[src/rtl/usr_pkg.sv]
// Shared definitions for the universal shift register with burst controller.
// Contents:
//   MODE_* : 3-bit operation select codes
//   usr_state_e : burst controller states
//   is_shift_mode() : modes that a burst_start may repeat as a burst
package usr_pkg;

  localparam logic [2:0] MODE_HOLD = 3'b000;
  localparam logic [2:0] MODE_SHR  = 3'b001;
  localparam logic [2:0] MODE_SHL  = 3'b010;
  localparam logic [2:0] MODE_LOAD = 3'b011;
  localparam logic [2:0] MODE_ROR  = 3'b100;
  localparam logic [2:0] MODE_ROL  = 3'b101;
  localparam logic [2:0] MODE_ASR  = 3'b110;
  localparam logic [2:0] MODE_ZERO = 3'b111;

  typedef enum logic {
    StIdle,
    StBurst
  } usr_state_e;

  // HOLD, LOAD and ZERO are not repeatable steps, so they never start a burst.
  function automatic logic is_shift_mode(input logic [2:0] mode);
    return (mode == MODE_SHR) || (mode == MODE_SHL) || (mode == MODE_ROR) ||
           (mode == MODE_ROL) || (mode == MODE_ASR);
  endfunction

endpackage

[src/rtl/usr_next_word.sv]
// Combinational next-value selector for the universal shift register.
// Ports:
//   mode   : operation select (MODE_* codes)
//   q      : current register contents
//   par_in : parallel load data
//   msb_in : serial bit shifted into the top on SHR
//   lsb_in : serial bit shifted into the bottom on SHL
//   next_q : register value after applying mode to q
module usr_next_word
  import usr_pkg::*;
#(
  parameter int unsigned WIDTH = 4
) (
  input  logic [2:0]       mode,
  input  logic [WIDTH-1:0] q,
  input  logic [WIDTH-1:0] par_in,
  input  logic             msb_in,
  input  logic             lsb_in,
  output logic [WIDTH-1:0] next_q
);

  always_comb begin
    next_q = q;
    case (mode)
      MODE_HOLD: next_q = q;
      MODE_SHR:  next_q = {msb_in, q[WIDTH-1:1]};
      MODE_SHL:  next_q = {q[WIDTH-2:0], lsb_in};
      MODE_LOAD: next_q = par_in;
      MODE_ROR:  next_q = {q[0], q[WIDTH-1:1]};
      MODE_ROL:  next_q = {q[WIDTH-2:0], q[WIDTH-1]};
      MODE_ASR:  next_q = {q[WIDTH-1], q[WIDTH-1:1]};
      MODE_ZERO: next_q = '0;
      default:   next_q = q;
    endcase
  end

endmodule

[src/rtl/univ_shift_reg_burst.sv]
// Universal shift register with a burst controller that repeats one shift/rotate
// operation burst_len times from a single burst_start strobe.
// Ports:
//   clk         : clock, all state changes on posedge
//   clear       : synchronous active-high reset, overrides en
//   en          : clock enable; low freezes register and burst counter
//   mode        : operation select (MODE_* codes in usr_pkg)
//   par_in      : parallel load data
//   msb_in      : serial input into the top bit on SHR
//   lsb_in      : serial input into bit 0 on SHL
//   burst_start : start a burst of the current mode (shift/rotate modes only)
//   burst_len   : number of steps in the burst
//   par_out     : register contents
//   msb_out     : par_out[WIDTH-1]
//   lsb_out     : par_out[0]
//   busy        : burst in progress
//   done        : one-cycle pulse when a burst completes
module univ_shift_reg_burst
  import usr_pkg::*;
#(
  parameter int unsigned          WIDTH     = 4,
  parameter logic [WIDTH-1:0]     RESET_VAL = '0,
  parameter int unsigned          CNT_W     = $clog2(WIDTH) + 2
) (
  input  logic             clk,
  input  logic             clear,
  input  logic             en,
  input  logic [2:0]       mode,
  input  logic [WIDTH-1:0] par_in,
  input  logic             msb_in,
  input  logic             lsb_in,
  input  logic             burst_start,
  input  logic [CNT_W-1:0] burst_len,
  output logic [WIDTH-1:0] par_out,
  output logic             msb_out,
  output logic             lsb_out,
  output logic             busy,
  output logic             done
);

  usr_state_e       state_q;
  logic [2:0]       burst_op_q;
  logic [CNT_W-1:0] cnt_q;
  logic [WIDTH-1:0] q_q;
  logic             busy_q;
  logic             done_q;

  logic [2:0]       op_sel;
  logic [WIDTH-1:0] next_q;
  logic             start_ok;

  // Inside a burst the latched op drives the datapath; mode is ignored.
  assign op_sel   = (state_q == StBurst) ? burst_op_q : mode;
  assign start_ok = burst_start && is_shift_mode(mode);

  usr_next_word #(
    .WIDTH (WIDTH)
  ) u_next_word (
    .mode   (op_sel),
    .q      (q_q),
    .par_in (par_in),
    .msb_in (msb_in),
    .lsb_in (lsb_in),
    .next_q (next_q)
  );

  always_ff @(posedge clk) begin
    if (clear) begin
      state_q    <= StIdle;
      burst_op_q <= MODE_HOLD;
      cnt_q      <= '0;
      q_q        <= RESET_VAL;
      busy_q     <= 1'b0;
      done_q     <= 1'b0;
    end else begin
      // done is a pulse even if en drops on the following cycle.
      done_q <= 1'b0;
      if (en) begin
        unique case (state_q)
          StIdle: begin
            if (start_ok) begin
              burst_op_q <= mode;
              if (burst_len == '0) begin
                // Zero-length burst: register held, completion reported at once.
                done_q <= 1'b1;
              end else begin
                // The accepting edge already performs the first step.
                q_q <= next_q;
                if (burst_len == CNT_W'(1)) begin
                  done_q <= 1'b1;
                end else begin
                  cnt_q   <= burst_len - CNT_W'(1);
                  state_q <= StBurst;
                  busy_q  <= 1'b1;
                end
              end
            end else begin
              q_q <= next_q;
            end
          end
          StBurst: begin
            q_q   <= next_q;
            cnt_q <= cnt_q - CNT_W'(1);
            if (cnt_q == CNT_W'(1)) begin
              state_q <= StIdle;
              busy_q  <= 1'b0;
              done_q  <= 1'b1;
            end
          end
          default: state_q <= StIdle;
        endcase
      end
    end
  end

  assign par_out = q_q;
  assign msb_out = q_q[WIDTH-1];
  assign lsb_out = q_q[0];
  assign busy    = busy_q;
  assign done    = done_q;

endmodule

[config.mk]
export PLATFORM = sky130hd
export DESIGN_NAME = univ_shift_reg_burst
export DESIGN_NICKNAME = d
export VERILOG_FILES = /design/src/rtl/usr_pkg.sv /design/src/rtl/usr_next_word.sv /design/src/rtl/univ_shift_reg_burst.sv
export SDC_FILE = /design/constraint.sdc
export NUM_CORES = 1
export LEC_CHECK = 0
export CAP_MARGIN = 20
export CORE_ASPECT_RATIO = 0.8
export CORE_MARGIN = 10
export CORE_UTILIZATION = 49
export DETAILED_ROUTE_END_ITERATION = 8
export DONT_BUFFER_PORTS = 1
export HOLD_SLACK_MARGIN = 0.08
export PLACE_DENSITY_LB_ADDON = 0.08
export SLEW_MARGIN = 20
export SYNTH_ARGS = -nofsm -noshare
export SYNTH_HDL_FRONTEND = slang
export SYNTH_SLANG_ARGS = --single-unit
[constraint.sdc]
create_clock -name clk -period 2.6 [get_ports clk]
set_clock_uncertainty 0.1 [all_clocks]
set_input_delay 0.39 -clock clk [delete_from_list [all_inputs] [get_ports clk]]
set_output_delay 0.39 -clock clk [all_outputs]
set_load 0.02 [all_outputs]
==> impl_metrics.env, run 1 <==
export IMPL_status="complete, no violations"
export IMPL_via_per_inst=5.98
export IMPL_crit_path_max_incr_delay_ns=0.60
export IMPL_synth_flop_cell="dfxtp_1"
export IMPL_fillerInstances=193
export IMPL_cts_setup_buffers=0
export IMPL_antenna_found_initial=0
export IMPL_fin_crit_sh_pct=74.4
export IMPL_reg2reg_depth=5
export IMPL_worst_path_buf_inv=0
export IMPL_p_comb_share_pct=22.4
export IMPL_place_hpwl_mm=1.84
export IMPL_drt_initial_drc_count=64
export IMPL_worstPathCellList="mux2_4, nand2b_1, o221ai_1, a21oi_1, a211oi_2"
export IMPL_drv_cap=0
export IMPL_r2r_start="state_q"
export IMPL_syn_num_nets=137
export IMPL_max_freq_mhz=517
export IMPL_die_area_mm2=0.00444
export IMPL_powerDensity_mw_per_mm2=502
export IMPL_cp_end_kind="flop"
export IMPL_cp_max_fo=8
export IMPL_power_frac_seq_pct=48.0
export IMPL_htree_levels=1
export IMPL_regArea_um2=280
export IMPL_async_reset_ff_share_pct=0
export IMPL_clock_sinks=14
export IMPL_multi_input_area_um2=696
export IMPL_start_kind="flop"
export IMPL_layout_common_cells="dfxtp_1 (14), nor2_1 (13), mux2i_1 (8)"
export IMPL_power_switching_mw=0.169
export IMPL_rr_endpoint="par_out[0]"
export IMPL_cts_root_buffer="clkbuf_4"
export IMPL_clkPwrFrac_pct=29.5
export IMPL_cts_tree="yes"
export IMPL_synth_area_leaders="dfxtp_1 (26%), mux2i_1 (7.5%), ha_1 (5.9%), nor2_1 (4.6%), buf_6 (4.2%)"
export IMPL_yosys_warnings=0
export IMPL_utilization_pct=55.0
export IMPL_die_w_um=72.1
export IMPL_syn_avg_cell_area_um2=9.24
export IMPL_worstSkewPairLatency_ns=0.28
export IMPL_initial_core_util_pct=54.1
export IMPL_ys_types=44
export IMPL_rows=14
export IMPL_tightestPinTransition_ns=0.614
export IMPL_grt_pass1_vias=798
export IMPL_hp_class="primary input to flop"
export IMPL_wl_per_cell_um=17.3
export IMPL_syn_to_final_growth_pct=1.53
export IMPL_synth_seq_area_share_pct=26.4
export IMPL_p_leak_nw=0.408
export IMPL_r2r_slack_ns=0.66
export IMPL_worstHoldStart="mode[1]"
export IMPL_yosysTopAreaCell="dfxtp_1"
export IMPL_slew_violations=0
export IMPL_synth_top_area_share_pct=26.4
export IMPL_synthCells=115
export IMPL_gp_congestion=0.803
export IMPL_cts_buffer_depth=2
export IMPL_synth_enable_flop_cells=0
export IMPL_clk_transition_reported_paths_ns=0.09
export IMPL_rsz0062_at_grt="false"
export IMPL_p_int_mw=0.373
export IMPL_hold_violations=0
export IMPL_fin_setup_tns_ns=0
export IMPL_required_ns=2.70
export IMPL_min_to="burst_op_q[1]"
export IMPL_antenna_left=0
export IMPL_io_pins=25
export IMPL_synthesis_area_mm2=0.00106
export IMPL_whs_path_depth=2
export IMPL_fin_crit_ns=1.94
export IMPL_cp_arrival_ns=2.04
export IMPL_grt_max_degree=14
export IMPL_crit_family="compound AO/OA/AOI/OAI gates"
export IMPL_slowest_stage="dfxtp_1"
export IMPL_setup_viol_count_final=0
export IMPL_fp_dieH_um=61.6
export IMPL_ys_ff_latch=14
export IMPL_io_buffers=0
export IMPL_core_region_area_mm2=0.00196
export IMPL_fin_nets=136
export IMPL_num_antenna_cells=0
export IMPL_grt_remaining_overflow=0
export IMPL_final_common_cell="dfxtp_1"
export IMPL_drive_gt1_share_pct=18.6
export IMPL_numCtsBuffers=3
export IMPL_critPathKind="flop to flop"
export IMPL_slew_headroom_pct=58.9
export IMPL_dr_pass1_iters=4
export IMPL_p_sw_share_pct=31.2
export IMPL_grt_use_total_pct=11.1
export IMPL_max_vdd_ir_drop_mv=0.419
export IMPL_grt_pass1_wl_mm=3.88
export IMPL_drc_errors=0
export IMPL_wl_mm=2.37
export IMPL_num_vias=819
==> synthesized netlist by cell type, drive strengths merged (2+ instances only) <==
| cell type | count |
|---|---|
| dfxtp | 14 |
| nor2 | 13 |
| mux2i | 9 |
| o21ai | 8 |
| a21oi | 6 |
| buf | 6 |
| nand2 | 6 |
| ha | 5 |
| inv | 5 |
| a211oi | 4 |
| mux2 | 4 |
| nand2b | 4 |
| a32oi | 3 |
| nor3 | 3 |
| clkbuf | 2 |
| nor2b | 2 |
| nor3b | 2 |
| xnor2 | 2 |
==> registers in the layout, indices dropped and copies added, names as in the netlist <==
signal / cells
burst_op_q: 3
busy: 1
cnt_q: 4
done: 1
par_out: 4
state_q: 1
==> cell type report <==
type	count	share of cell area (%)
Timing Repair Buffer	2	1.62
Multi-Input combinational cell	88	64.5
Tap cell	24	2.78
Sequential cell	14	26.0
Clock buffer	4	3.36
Inverter	5	1.74
==> power groups by stage <==
stage	Sequential [mW]	Clock (mW)	Combinational, mW
2_1_floorplan	0.252	0	0.122
5_1_grt	0.264	0.180	0.135
3_5_place_dp	0.266	0	0.116
6_report	0.260	0.160	0.122
4_1_cts	0.261	0.167	0.122
3_3_place_gp	0.265	0	0.115
==> cell families after synthesis <==
group,count (synthesis),synth area share (%)
fa+ha+maj,5,5.89
xor+xnor,2,1.65
flops,14,26.4
buf+inv,13,8.13
compound gates,30,22.3
mux,13,14.6
simple gates,38,21.1
==> routing by layer <==
layer	vias to the layer above	track usage (%)	wire length, um
met4	0	1.65	16
met1	367	13.2	1010
met5	-	0	0
met3	2	7.07	330
li1	412	-	-
met2	38	16.7	1010
==> worst max path at each step <==
stage | startpoint | slack [ns] | endpoint | depth (start not counted)
6_report | state_q | 0.66 | par_out[0] | 5
5_1_grt | state_q | 0.51 | par_out[3] | 5
4_1_cts | state_q | 0.66 | par_out[0] | 5
3_5_place_dp | state_q | 0.68 | par_out[0] | 5
3_3_place_gp | state_q | 0.72 | par_out[1] | 5
2_1_floorplan | state_q | 0.88 | par_out[2] | 7
==> metrics by stage <==
stage                     instance area (um2)  hold WS (ns)  total power [mW]  setup slack, ns  cells
after floorplan                          1060         0.355             0.374            0.875    115
after global placement                   1030         0.358             0.380            0.721    132
after detailed placement                 1030         0.360             0.382            0.683    132
after CTS                                1080         0.146             0.550            0.659    137
after global routing                     1080         0.146             0.579            0.507    137
final                                    1080         0.149             0.542            0.665    137
==> timing repair <==
action | CTS | global route
gates resized for setup | 0 | 0
hold buffers | 1 | 0
endpoints found under the hold margin | 13 | 0
Power figures use the tool's default switching activity.
==> run 2, diff against run 1 <==
- clock period: 2.6 -> 2 ns (I/O delays scaled with it)
==> run 2 against run 1 <==
Global-route usage grew 0.078 points. Count of clock-buffer cells in the layout unchanged. Die area did not move. Worst hold slack lost 0.028 ns. Highest routed layer unchanged. Critical endpoint unchanged. Largest power group unchanged.
==> impl_metrics.env, run 2 (synthesized netlist as in run 1, its figures left out) <==
export IMPL_die_area_mm2=0.00444
export IMPL_drt_initial_drc_count=73
export IMPL_num_antenna_cells=0
export IMPL_clock_sinks=14
export IMPL_utilization_pct=57.5
export IMPL_num_vias=848
export IMPL_initial_core_util_pct=54.1
export IMPL_slew_headroom_pct=60.4
export IMPL_start_kind="flop"
export IMPL_antenna_left=0
export IMPL_cts_tree="yes"
export IMPL_dp_slack_ns=0.136
export IMPL_worstSkewPairLatency_ns=0.29
export IMPL_fin_crit_sh_pct=94.1
export IMPL_r2r_start="state_q"
export IMPL_drv_cap=0
export IMPL_setup_worst_path_end="par_out[0]"
export IMPL_postPlaceCellArea_mm2=0.00104
export IMPL_grt_use_total_pct=11.1
export IMPL_cts_setup_buffers=0
export IMPL_via_per_inst=5.97
export IMPL_cp_max_fo=5
export IMPL_max_vdd_ir_drop_mv=0.310
export IMPL_clk_transition_reported_paths_ns=0.09
export IMPL_regArea_um2=280
export IMPL_cts_root_buffer="clkbuf_4"
export IMPL_final_common_cell="dfxtp_1"
export IMPL_p_sw_share_pct=31.4
export IMPL_io_pins=25
export IMPL_antenna_found_initial=0
export IMPL_p_leak_nw=0.430
export IMPL_setup_ws_ns=0.118
export IMPL_core_region_area_mm2=0.00196
export IMPL_htree_levels=1
export IMPL_syn_to_final_growth_pct=6.12
export IMPL_place_hpwl_mm=1.86
export IMPL_rr_endpoint="par_out[0]"
export IMPL_power_switching_mw=0.226
export IMPL_tightestPinTransition_ns=0.593
export IMPL_critPathKind="flop to flop"
export IMPL_required_ns=2.12
export IMPL_drive_gt1_share_pct=18.6
export IMPL_layout_common_cells="dfxtp_1 (14), nor2_1 (13), mux2i_1 (8)"
export IMPL_status="complete, no violations"
export IMPL_hp_class="primary input to flop"
export IMPL_slew_violations=0
export IMPL_gp_congestion=0.783
export IMPL_grt_remaining_overflow=0
export IMPL_final_cell_area_mm2=0.00113
export IMPL_cp_arrival_ns=2.00
export IMPL_fillerInstances=200
export IMPL_fin_setup_tns_ns=0
export IMPL_rows=14
export IMPL_p_comb_share_pct=24.9
export IMPL_power_frac_seq_pct=45.7
export IMPL_numCtsBuffers=3
export IMPL_p_int_mw=0.493
export IMPL_cts_buffer_depth=2
export IMPL_clkPwrFrac_pct=29.3
export IMPL_powerDensity_mw_per_mm2=638
export IMPL_max_freq_mhz=531
export IMPL_r2r_slack_ns=0.12
export IMPL_hold_violations=0
export IMPL_cp_end_kind="flop"
export IMPL_fin_crit_ns=1.88
export IMPL_fp_dieH_um=61.6
export IMPL_fin_nets=141
export IMPL_die_w_um=72.1
export IMPL_wl_mm=2.44
export IMPL_wl_per_cell_um=17.2
export IMPL_dr_pass1_iters=4
export IMPL_reg2reg_depth=5
export IMPL_drc_errors=0
export IMPL_io_buffers=0
export IMPL_cp_startpoint="state_q"
export IMPL_setup_viol_count_final=0
export IMPL_multi_input_area_um2=697
export IMPL_grt_max_degree=16
export IMPL_grt_pass1_wl_mm=3.87
export IMPL_grt_pass1_vias=761
-- run 2: timing repair --
| item | in CTS | in global routing |
|---|---|---|
| hold buffers | 5 | 0 |
| setup endpoints to repair | 0 | 1 |
| endpoints found under the hold margin | 13 | 0 |
| resized for setup | 0 | 1 |
-- run 2: routing by layer --
layer | vias up | part of all wire (%) | GRT usage [%]
li1 | 423 | - | -
met3 | 5 | 9.0 | 5.95
met5 | - | 0 | 0
met4 | 0 | 1.5 | 5.51
met1 | 386 | 47 | 13.8
met2 | 34 | 42 | 15.3
-- run 2: power by group through the flow --
stage | sequential [mW] | clock [mW] | combinational [mW]
after floorplan | 0.328 | 0 | 0.158
after global placement | 0.335 | 0 | 0.163
after detailed placement | 0.335 | 0 | 0.164
after CTS | 0.329 | 0.215 | 0.177
after global routing | 0.332 | 0.232 | 0.195
final | 0.329 | 0.211 | 0.179
-- run 2: worst min-delay path by stage --
stage               startpoint          to  slack, ns  cells after the start
finish                      en     state_q       0.12                      3
global route                en     state_q       0.10                      3
CTS                         en     state_q       0.11                      3
detailed placement       clear  par_out[0]       0.27                      1
global placement         clear  par_out[0]       0.27                      1
floorplan                clear        busy       0.26                      1
-- run 2: critical path, cell delays in order, from the launching register on --
cell and delay [ns]:
dfxtp_1 0.51, mux2_4 0.36, nand2b_1 0.20, o221ai_1 0.32, a21oi_1 0.11, a211oi_2 0.21
-- run 2: area by class of cell --
type	count	share of cell area (%)
timing repair buffer	7	5.77
multi-input combinational	88	61.8
sequential	14	24.9
clock buffer	4	3.22
tap	24	2.66
inverter	5	1.66
-- run 2: per-stage QoR --
step	power [mW]	cells	hold WS, ns
3_3_place_gp	0.499	133	0.268
2_1_floorplan	0.486	115	0.265
5_1_grt	0.759	142	0.102
3_5_place_dp	0.499	133	0.269
4_1_cts	0.720	142	0.111
6_report	0.719	142	0.122
